## src/rtl/uart_rx_core.sv

```systemverilog
// -----------------------------------------------------------------------------
// uart_rx_core
//
// Purpose:
//   8N1 UART receiver with an oversampling baud counter. The block finds a
//   falling start edge, confirms it at mid-bit, and samples eight data bits
//   LSB first at mid-bit. It then checks the stop bit. A good frame updates
//   rx_data and the two nibble outputs for the seven-segment decoders, and
//   pulses rx_valid. A bad stop bit pulses frame_err once. The receiver then
//   waits for the line to return high, so a held break reports one error only.
//
// Parameters:
//   CLKS_PER_BIT  clock cycles per UART bit (8..65535), default 434
//                 (50 MHz / 115200 baud)
//
// Ports:
//   clk        in   system clock, all state changes on rising edge
//   rst        in   asynchronous active-high reset
//   rx         in   asynchronous serial line, idle high
//   rx_data    out  [7:0] last correctly framed byte
//   rx_valid   out  one-cycle strobe, new rx_data available
//   frame_err  out  one-cycle strobe, stop bit sampled low
//   busy       out  high whenever the receiver is not idle
//   hex_hi     out  [3:0] registered copy of rx_data[7:4]
//   hex_lo     out  [3:0] registered copy of rx_data[3:0]
// -----------------------------------------------------------------------------
module uart_rx_core #(
    parameter int CLKS_PER_BIT = 434
) (
    input  logic       clk,
    input  logic       rst,
    input  logic       rx,
    output logic [7:0] rx_data,
    output logic       rx_valid,
    output logic       frame_err,
    output logic       busy,
    output logic [3:0] hex_hi,
    output logic [3:0] hex_lo
);

    // -------------------------------------------------------------------------
    // Elaboration-time parameter guard
    // -------------------------------------------------------------------------
    if (CLKS_PER_BIT < 8 || CLKS_PER_BIT > 65535) begin : g_bad_clks_per_bit
        $error("uart_rx_core: CLKS_PER_BIT must be in 8..65535");
    end

    // -------------------------------------------------------------------------
    // Constants
    // -------------------------------------------------------------------------
    // Wide enough to hold CLKS_PER_BIT-1 and no wider.
    localparam int CNT_W = $clog2(CLKS_PER_BIT);

    // Terminal counts: the counter runs 0..N-1, so the sample happens on the
    // N-th cycle spent in the state.
    localparam logic [CNT_W-1:0] BIT_LAST  = CNT_W'(CLKS_PER_BIT - 1);
    localparam logic [CNT_W-1:0] HALF_LAST = CNT_W'(CLKS_PER_BIT / 2 - 1);

    localparam logic [2:0] IDLE    = 3'd0;
    localparam logic [2:0] START   = 3'd1;
    localparam logic [2:0] DATA    = 3'd2;
    localparam logic [2:0] STOP    = 3'd3;
    localparam logic [2:0] RECOVER = 3'd4;

    // -------------------------------------------------------------------------
    // State
    // -------------------------------------------------------------------------
    logic             rx_meta;
    logic             rx_s;
    logic [2:0]       state;
    logic [CNT_W-1:0] baud_cnt;
    logic [2:0]       bit_idx;
    logic [7:0]       shift_reg;

    // Decoded sample points
    logic half_done;
    logic bit_done;
    logic stop_sample;
    logic frame_good;
    logic frame_bad;

    // -------------------------------------------------------------------------
    // Two-flop synchronizer. It resets to the idle line level, so leaving
    // reset cannot look like a start edge.
    // -------------------------------------------------------------------------
    // NOTE: sequential state is written with non-blocking assignments so every
    // flop samples its pre-edge inputs. This is what makes the two stages a
    // real two-cycle pipeline and not a single wire.
    always_ff @(posedge clk or posedge rst) begin
        if (rst) begin
            rx_meta <= 1'b1;
            rx_s    <= 1'b1;
        end else begin
            rx_meta <= rx;
            rx_s    <= rx_meta;
        end
    end

    // -------------------------------------------------------------------------
    // Sample-point decode
    // -------------------------------------------------------------------------
    // NOTE: every signal driven from always_comb gets a default on entry. A
    // missing branch then cannot infer a latch.
    always_comb begin
        half_done   = 1'b0;
        bit_done    = 1'b0;
        stop_sample = 1'b0;
        frame_good  = 1'b0;
        frame_bad   = 1'b0;

        half_done   = (baud_cnt == HALF_LAST);
        bit_done    = (baud_cnt == BIT_LAST);
        stop_sample = (state == STOP) && bit_done;
        frame_good  = stop_sample &&  rx_s;
        frame_bad   = stop_sample && !rx_s;
    end

    // -------------------------------------------------------------------------
    // Receive FSM with baud counter and bit index
    // -------------------------------------------------------------------------
    always_ff @(posedge clk or posedge rst) begin
        if (rst) begin
            state    <= IDLE;
            baud_cnt <= '0;
            bit_idx  <= '0;
        end else begin
            case (state)
                IDLE: begin
                    if (!rx_s) begin
                        state    <= START;
                        baud_cnt <= '0;
                    end
                end

                // Re-check the line at mid start bit. A short glitch returns
                // to IDLE here without any strobe.
                START: begin
                    if (half_done) begin
                        baud_cnt <= '0;
                        bit_idx  <= '0;
                        state    <= rx_s ? IDLE : DATA;
                    end else begin
                        baud_cnt <= baud_cnt + 1'b1;
                    end
                end

                // The mid-start alignment carries forward. A full bit period
                // later lands on the middle of each data bit.
                DATA: begin
                    if (bit_done) begin
                        baud_cnt <= '0;
                        if (bit_idx == 3'd7) begin
                            bit_idx <= '0;
                            state   <= STOP;
                        end else begin
                            bit_idx <= bit_idx + 3'd1;
                        end
                    end else begin
                        baud_cnt <= baud_cnt + 1'b1;
                    end
                end

                // Leave STOP at mid stop bit, not at its end. That gives
                // half a bit of slack for the next start edge when frames
                // arrive back to back.
                STOP: begin
                    if (bit_done) begin
                        baud_cnt <= '0;
                        state    <= rx_s ? IDLE : RECOVER;
                    end else begin
                        baud_cnt <= baud_cnt + 1'b1;
                    end
                end

                // Wait out a break. Only a return to idle-high re-arms the
                // start detector.
                RECOVER: begin
                    if (rx_s) begin
                        state <= IDLE;
                    end
                end

                default: begin
                    state    <= IDLE;
                    baud_cnt <= '0;
                    bit_idx  <= '0;
                end
            endcase
        end
    end

    // -------------------------------------------------------------------------
    // Data shift register: one mid-bit sample per data bit, LSB first
    // -------------------------------------------------------------------------
    // NOTE: the shift register is only eight flops, so it is cleared on reset
    // like any other control flop. This keeps reset state deterministic.
    always_ff @(posedge clk or posedge rst) begin
        if (rst) begin
            shift_reg <= '0;
        end else if (state == DATA && bit_done) begin
            shift_reg[bit_idx] <= rx_s;
        end
    end

    // -------------------------------------------------------------------------
    // Output registers. The strobes default low every cycle, so each is a
    // single-cycle pulse. frame_good and frame_bad are mutually exclusive,
    // so rx_valid and frame_err can never be high together.
    // -------------------------------------------------------------------------
    always_ff @(posedge clk or posedge rst) begin
        if (rst) begin
            rx_data   <= 8'h00;
            hex_hi    <= 4'h0;
            hex_lo    <= 4'h0;
            rx_valid  <= 1'b0;
            frame_err <= 1'b0;
        end else begin
            rx_valid  <= 1'b0;
            frame_err <= 1'b0;
            if (frame_good) begin
                rx_data  <= shift_reg;
                hex_hi   <= shift_reg[7:4];
                hex_lo   <= shift_reg[3:0];
                rx_valid <= 1'b1;
            end else if (frame_bad) begin
                frame_err <= 1'b1;
            end
        end
    end

    assign busy = (state != IDLE);

endmodule

```

## config.mk

```make
export PLATFORM = sky130hd
export DESIGN_NAME = uart_rx_core
export DESIGN_NICKNAME = d
export VERILOG_FILES = /design/src/rtl/uart_rx_core.sv
export SDC_FILE = /design/constraint.sdc
export NUM_CORES = 1
export LEC_CHECK = 0
export ABC_CLOCK_PERIOD_IN_PS = 2300
export CAP_MARGIN = 20
export CORE_MARGIN = 2
export CORE_UTILIZATION = 47
export DETAILED_ROUTE_END_ITERATION = 10
export GPL_TIMING_DRIVEN = 0
export PLACE_DENSITY = 0.69
export SLEW_MARGIN = 25
export SYNTH_ARGS = -nofsm -noshare
export SYNTH_HDL_FRONTEND = slang
export SYNTH_SLANG_ARGS = --single-unit
```

## constraint.sdc

```tcl
create_clock -name clk -period 2.3 [get_ports clk]
set_input_delay 0.345 -clock clk [delete_from_list [all_inputs] [get_ports clk]]
set_output_delay 0.345 -clock clk [all_outputs]
set_load 0.1 [all_outputs]
```

==> results.tsv, run 1 <==
stage	metric	value	unit
run_status	outcome	completed	
setup_path	critPathArrivalTime	1890	ps
final_layout	area_delta_synth_final	25.03	%
clocking	cts_buffers	5	
power	powerDensity	531.1	nW/um^2
die	die-area	4418	sq um
setup_path	crit_type	reg -> out	
yosys	yosysTopAreaCellShare	0.4502	
setup_path	critical-path-slowest-cell	clkdlybuf4s50_1	
hold_path	hold_class	reg -> reg	
setup_path	worstSetupEndpointType	primary output	
global_route	grt_max_degree	36	
setup_path	critPathTopFamily	buffers and inverters	
sta	drv_slew	0	
yosys	syn_avg_cell_area	10.48	sq um
final_layout	largest_reg_flops	9	
die	row_count	22	
global_route	grt_pass1_wl	6396	microns
global_route	grt_pass1_vias	1397	
sta	fin_setup_tns	0	ps
drt	wl	3744	microns
drt	drt_iter0_markers	97	
die	die_w	66.47	microns
yosys	synth_ff_type	dfrtp_1	
yosys	yosys.area.top_type	dfrtp_1	
hold_path	hp-start	rx_meta	
clocking	cts_tree	done	
clocking	cts_root_buf	clkbuf_8	
yosys	synth-seq-cells	35	
clocking	cts.sinks	35	
setup_path	rr_startpoint	baud_cnt[2]	
placement	place_congestion	0.8698	
sta	relSlewSlack	0.3529	
power	power.leakage	1.053	nW
power	ir_worst_vdd	0.4433	mV
global_route	track_usage	0.1953	
die	io_pins	22	
sta	finalCriticalPeriod	2240	ps
global_route	antenna_found_initial	0	
die	die_h	66.47	microns
clocking	ctsHtreeMaxLevel	2	
setup_path	critPathRequiredTime	1960	ps
sta	fmax	446.5	MHz
drt	routedWlPerCell	14.80	microns
global_route	overflow	0	
yosys	ys_seq_area_frac	0.4789	
placement	portBuffers	21	
final_layout	n_antenna_cell	0	
clocking	path_clk_slew	80	ps
setup_path	cp_num_buf_inv	2	
setup_path	cp-start-kind	register	
placement	place_area	2105	sq um
final_layout	drive_above_1_share	0.2537	
sta	period_share	0.9738	
sta	setup_viol	0	
sta	tightest_slew	967.7	ps
setup_path	max_stage_delay	1110	ps
final_layout	layout_commonest_cell	dfrtp_1	
final_layout	final_cell_mix	dfrtp_1, nand2_1, clkdlybuf4s50_1	
drt	via_per_inst	5.696	
yosys	syn-cell-area	1834	sq um
yosys	ys_warn_count	0	
setup_path	path_cells	buf_4, clkdlybuf4s50_1	
final_layout	fillerInstances	306	
yosys	synth-edff-count	0	
setup_path	cp_max_fo	3	
die	design.core.area	3716	sq um
die	start_util	0.4936	
clocking	clk_latency	300	ps
job	cap_violations	0	
clocking	cts_buffer_depth	2	
yosys	synthCells	175	
placement	hpwl	2672	microns
yosys	syn_nets	183	
yosys	yosys.cell_types.count	46	
final_layout	layout.nets	212	
drt	first_pass_iters	4	
final_layout	design_area	2293	sq um
drt	ant_nets	0	
sta	fin_worst_skew	14.92	ps
setup_path	cp-startpoint	rx_data[5]	
drt	drc	0	
drt	vias	1441	
yosys	async_flop_share	1.000	
yosys	synth.area.top_cells	dfrtp_1, mux2_2, nand2_1, buf_4, ha_1	
sta	hold_viol	0	
layout make-up:
type                            count  area [sq um]  share of cell area
Clock buffer                        5         68.82             0.03001
Inverter                            6         22.52            0.009820
Buffer                             14         95.09             0.04146
Clock inverter                      3         47.55             0.02073
Timing Repair Buffer               22         241.5              0.1053
Sequential cell                    35         880.8              0.3841
Tap cell                           48         60.06             0.02619
Multi-Input combinational cell    120         877.1              0.3824
metrics by stage:
step	utilization	std cells	setup slack (ps)	power, mW	hold WS (ps)
final	0.6172	253	60.27	1.218	359.4
after global routing	0.6172	253	-4.916	1.266	366.3
after CTS	0.6000	252	36.15	1.225	360.6
after detailed placement	0.5663	244	-69.93	0.6535	350.3
after global placement	0.5663	244	-28.13	0.6525	349.1
after floorplan	-	175	146.3	0.6445	345.2
cell families after synthesis:
logic type,synth area share
and+or+nand+nor,0.1917
AOI/OAI and AO/OA,0.1392
DFF,0.4789
buffers and inverters,0.06411
muxes,0.09209
adders and majority gates,0.03411
path summary, 6_finish.rpt:
kind / endpoint / slack [ps] / cells after the start
worst max-delay path: rx_data[5] / 60 / 2
worst min register to register: rx_s / 360 / 0
worst min-delay path: rx_s / 360 / 0
min in group asynchronous: shift_reg[2] / 470 / 2
worst max register to register: shift_reg[3] / 60 / 4
max in group asynchronous: baud_cnt[2] / 1350 / 2
where the power goes:
| part | switching, mW | internal (mW) |
|---|---|---|
| Sequential | 0.000845 | 0.618 |
| Clock | 0.249 | 0.329 |
| Combinational | 0.0163 | 0.00515 |
what timing repair did:
action,CTS,global route
gates resized for setup,5,14
endpoints found under the setup margin,8,26
pin swaps,0,3
hold buffers,0,0
setup buffers,0,1
per-layer routing:
metal  global-route usage  wire length (microns)  part of all wire
met5                    0                      0                 0
met4               0.1046                     75             0.020
met3              0.06588                    209             0.056
met2               0.3050                   1880              0.50
met1               0.2372                   1579              0.42
synth_stat cells (2+ instances only):
| library cell | n |
|---|---|
| dfrtp_1 | 33 |
| nand2_1 | 21 |
| mux2_2 | 14 |
| nor2_1 | 11 |
| buf_4 | 9 |
| o21ai_0 | 8 |
| inv_1 | 6 |
| a21oi_1 | 5 |
| ha_1 | 5 |
| nand3_1 | 4 |
| o211ai_1 | 4 |
| o22ai_1 | 4 |
| a32oi_1 | 3 |
| clkbuf_1 | 3 |
| nor3_1 | 3 |
| nor4_1 | 3 |
| o2bb2ai_1 | 3 |
| o31a_1 | 3 |
| a22o_1 | 2 |
| dfstp_2 | 2 |
| nand3b_1 | 2 |
| nor3b_2 | 2 |
| o31ai_1 | 2 |
No activity file was read; power rests on OpenSTA's default activity.
==> run 2, diff against run 1 <==
- REMOVE_ABC_BUFFERS: default -> 1
==> results.tsv, run 2 (synthesized netlist as in run 1, its figures left out) <==
stage	metric	value	unit
clocking	clk_latency	290	ps
drt	drt_iter0_markers	38	
drt	wl_met2	1876	microns
drt	wl	3577	microns
drt	first_pass_iters	4	
placement	post-place-ws	10.93	ps
clocking	cts_tree	done	
drt	vias	1356	
sta	rsz0062_at_grt	false	
global_route	grt_pass1_wl	6058	microns
power	ir_worst_vdd	0.3921	mV
placement	portBuffers	21	
sta	finalCriticalPeriod	2234	ps
drt	drt-met1-wl	1519	microns
hold_path	hold_class	reg -> reg	
setup_path	cp_max_fo	8	
final_layout	fin_util	0.5727	
final_layout	drive_above_1_share	0.2000	
final_layout	largest_reg_flops	9	
final_layout	fillerInstances	326	
clocking	ctsHtreeMaxLevel	2	
clocking	cts_buffers	5	
final_layout	area_delta_synth_final	16.03	%
sta	period_share	0.9714	
power	powerDensity	525.6	nW/um^2
setup_path	critPathArrivalTime	2420	ps
die	die-area	4418	sq um
final_layout	n_antenna_cell	0	
clocking	path_clk_slew	80	ps
final_layout	regArea	879.6	sq um
global_route	grt_max_degree	36	
global_route	grt_pass1_vias	1273	
sta	tightest_slew	990.0	ps
sta	hold_viol	0	
final_layout	final_cell_mix	dfrtp_1, nand2_1, clkdlybuf4s50_1	
clocking	cts.sinks	35	
setup_path	cp-start-kind	register	
run_status	outcome	completed	
drt	routed-wl-met3	133	microns
power	power.leakage	0.8914	nW
sta	fin_worst_skew	7.597	ps
placement	place_area	2009	sq um
drt	ant_nets	0	
sta	timing.hold.ws	356.6	ps
global_route	overflow	0	
setup_path	worstSetupEndpointType	register	
setup_path	critPathRequiredTime	2480	ps
die	design.core.area	3716	sq um
final_layout	multi_input_area	862.1	sq um
clocking	cts_buffer_depth	2	
placement	hpwl	2589	microns
sta	setup_viol	0	
sta	drv_slew	0	
drt	routedWlPerCell	15.03	microns
sta	fmax	447.6	MHz
setup_path	crit_type	reg -> reg	
sta	fin_setup_tns	0	ps
job	cap_violations	0	
final_layout	layout_commonest_cell	dfrtp_1	
sta	layout_setup_ws	65.73	ps
placement	dpl.cell_count	230	
power	finalPower	1.119	mW
die	die_w	66.47	microns
die	start_util	0.4936	
drt	drc	0	
global_route	track_usage	0.1843	
sta	relSlewSlack	0.3379	
drt	via_per_inst	5.697	
die	io_pins	22	
final_layout	layout.nets	197	
die	die_h	66.47	microns
clocking	cts_root_buf	clkbuf_8	
die	row_count	22	
placement	place_congestion	0.7978	
global_route	antenna_found_initial	0	
drt	highest_layer	met4	
final_layout	design_area	2128	sq um
final_layout	stdcell_count	238	
==> run 2: changes by cell type in the layout (fill, tap and decap cells not counted), moves of 2 or more <==
cell | before | now
buf_4 | 9 | 0
clkbuf_1 | 3 | 0
clkdlybuf4s50_1 | 16 | 20
dlymetal6s2s_1 | 4 | 0
o21ai_0 | 5 | 7
o21ai_1 | 3 | 1
==> run 2: timing repair <==
item,CTS,global route
pin swaps,0,1
hold buffers,0,0
resized for setup,2,8
setup endpoints to repair,2,19
buffers inserted,0,0
==> run 2: layout make-up <==
| type | count | share of cell area |
|---|---|---|
| clock inverters | 2 | 0.007643 |
| flip-flops and latches | 35 | 0.4133 |
| clock buffers | 6 | 0.03880 |
| inverters | 6 | 0.01058 |
| well taps | 48 | 0.02822 |
| multi-input cells | 120 | 0.4051 |
| repair buffers | 21 | 0.09641 |
==> run 2: final timing paths <==
| kind | cells after the start | startpoint | endpoint | slack (ps) |
|---|---|---|---|---|
| setup / recovery | 4 | baud_cnt[2] | shift_reg[3] | 70 |
| hold / removal | 0 | rx_meta | rx_s | 360 |
| setup reg to reg | 4 | baud_cnt[2] | shift_reg[3] | 70 |
| hold reg to reg | 0 | rx_meta | rx_s | 360 |
| max in group asynchronous | 2 | rst | baud_cnt[2] | 1320 |
| min in group asynchronous | 2 | rst | shift_reg[3] | 490 |
==> run 2: where the power goes <==
| group | total (mW) | internal [mW] | switching (mW) |
|---|---|---|---|
| Combinational | 0.0184 | 0.00478 | 0.0137 |
| Clock | 0.478 | 0.244 | 0.234 |
| Sequential | 0.622 | 0.618 | 0.00341 |
| Total | 1.12 | 0.867 | 0.251 |
==> run 2: critical path: stages (launching register included) <==
cell	delay, ps
dfrtp_2	460
or4b_4	560
or4_4	580
nor3b_2	200
mux2_1	330
==> run 2: routing by layer <==
metal,track usage,up-vias
li1,-,661
met5,0,-
met4,0.06633,0
met3,0.05068,6
met1,0.2236,655
met2,0.3125,34
==> run 3, diff against run 2 <==
- SLEW_MARGIN: 25 -> default
==> results.tsv, run 3 (synthesized netlist as in run 1, its figures left out) <==
stage	metric	value	unit
global_route	grt_pass1_vias	1283	
final_layout	area_delta_synth_final	17.33	%
die	start_util	0.4936	
clocking	cts_root_buf	clkbuf_8	
clocking	hold_buffers	0	
drt	drt_iter0_markers	128	
sta	finalCriticalPeriod	2232	ps
drt	ant_nets	0	
placement	place_area	2037	sq um
placement	place_congestion	0.7978	
global_route	track_usage	0.1843	
final_layout	fillerInstances	320	
final_layout	layout_commonest_cell	dfrtp_1	
die	io_pins	22	
setup_path	worstRegToRegCells	4	
clocking	cts.sinks	35	
die	die_w	66.47	microns
sta	drv_slew	0	
hold_path	hold_end	rx_s	
hold_path	hold_class	reg -> reg	
die	die_h	66.47	microns
die	die-area	4418	sq um
final_layout	drive_above_1_share	0.1885	
sta	setup_viol	0	
global_route	grt_max_degree	24	
drt	drc	0	
die	row_count	22	
global_route	antenna_found_initial	0	
sta	rsz0062_at_grt	false	
clocking	cts_tree	done	
drt	vias	1356	
setup_path	worstSetupEndpointType	primary output	
setup_path	reg2reg_setup_slack	70	ps
final_layout	largest_reg_flops	9	
die	design.core.area	3716	sq um
setup_path	critPathRequiredTime	1960	ps
setup_path	cp-start-kind	register	
setup_path	rr_startpoint	baud_cnt[2]	
sta	fin_setup_tns	0	ps
setup_path	critPathArrivalTime	1890	ps
setup_path	crit_type	reg -> out	
hold_path	hold_path_depth	0	
sta	fin_worst_skew	9.386	ps
final_layout	regArea	879.6	sq um
power	ir_worst_vdd	0.2528	mV
placement	hpwl	2641	microns
setup_path	cp_max_fo	14	
placement	post-place-ws	2.318	ps
clocking	clk_latency	290	ps
placement	dpl.cell_count	231	
sta	hold_viol	0	
drt	wl	3603	microns
clocking	post_cts_buffers	0	
final_layout	stdcell_count	239	
final_layout	layout.nets	198	
global_route	overflow	0	
clocking	path_clk_slew	60	ps
final_layout	design_area	2152	sq um
sta	timing.hold.ws	355.1	ps
drt	via_per_inst	5.674	
job	cap_violations	0	
sta	tightest_slew	976.9	ps
setup_path	r2r-end	shift_reg[3]	
clocking	ctsHtreeMaxLevel	2	
final_layout	n_antenna_cell	0	
final_layout	multi_input_area	862.1	sq um
drt	routedWlPerCell	15.08	microns
clocking	cts_resized	2	
global_route	grt_pass1_wl	6003	microns
drt	first_pass_iters	4	
sta	fmax	448.0	MHz
placement	portBuffers	21	
final_layout	final_cell_mix	dfrtp_1, nand2_1, clkdlybuf4s50_1	
run_status	outcome	completed	
sta	period_share	0.9704	
final_layout	fin_util	0.5791	
sta	layout_setup_ws	68.03	ps
power	finalPower	1.098	mW
clocking	cts_buffer_depth	2	
hold_path	hp-start	rx_meta	
clocking	cts_buffers	5	
power	powerDensity	510.1	nW/um^2
sta	relSlewSlack	0.3467	
power	power.leakage	0.9046	nW
==> run 3: cell types whose count changed in the layout (fill, tap and decap cells not counted), sizes merged <==
cell	delta
buf	+1
clkinvlp	-1
dlygate4sd2	+1
==> run 3: where the power goes <==
part / internal [mW] / switching [mW]
logic: 0.00944 / 0.0147
registers: 0.619 / 0.00336
clock network: 0.241 / 0.210
total: 0.869 / 0.228
==> run 3: area by class of cell <==
class	instances	share of cell area
Inverter	6	0.01047
Timing Repair Buffer	22	0.1099
Tap cell	48	0.02791
Sequential cell	35	0.4087
Clock inverter	1	0.002326
Multi-Input combinational cell	120	0.4006
Clock buffer	7	0.04012
==> run 3: worst max path at each step <==
stage | start | end
floorplan | baud_cnt[2] | shift_reg[3]
global placement | baud_cnt[0] | baud_cnt[1]
detailed placement | baud_cnt[0] | baud_cnt[1]
CTS | baud_cnt[0] | baud_cnt[6]
global route | baud_cnt[3] | shift_reg[3]
finish | state[0] | busy
==> run 3: routing by layer <==
metal  global-route usage  vias to the layer above  part of all wire
met5                    0                        -                 0
met4              0.07398                        0             0.016
li1                     -                      658                 -
met3              0.06250                        8             0.041
met1               0.2180                      662              0.43
met2               0.3063                       28              0.52
==> run 3: critical path, stage by stage (launching register included) <==
cell and delay (ps):
dfrtp_1 580, or3_1 170, dlygate4sd2_1 840
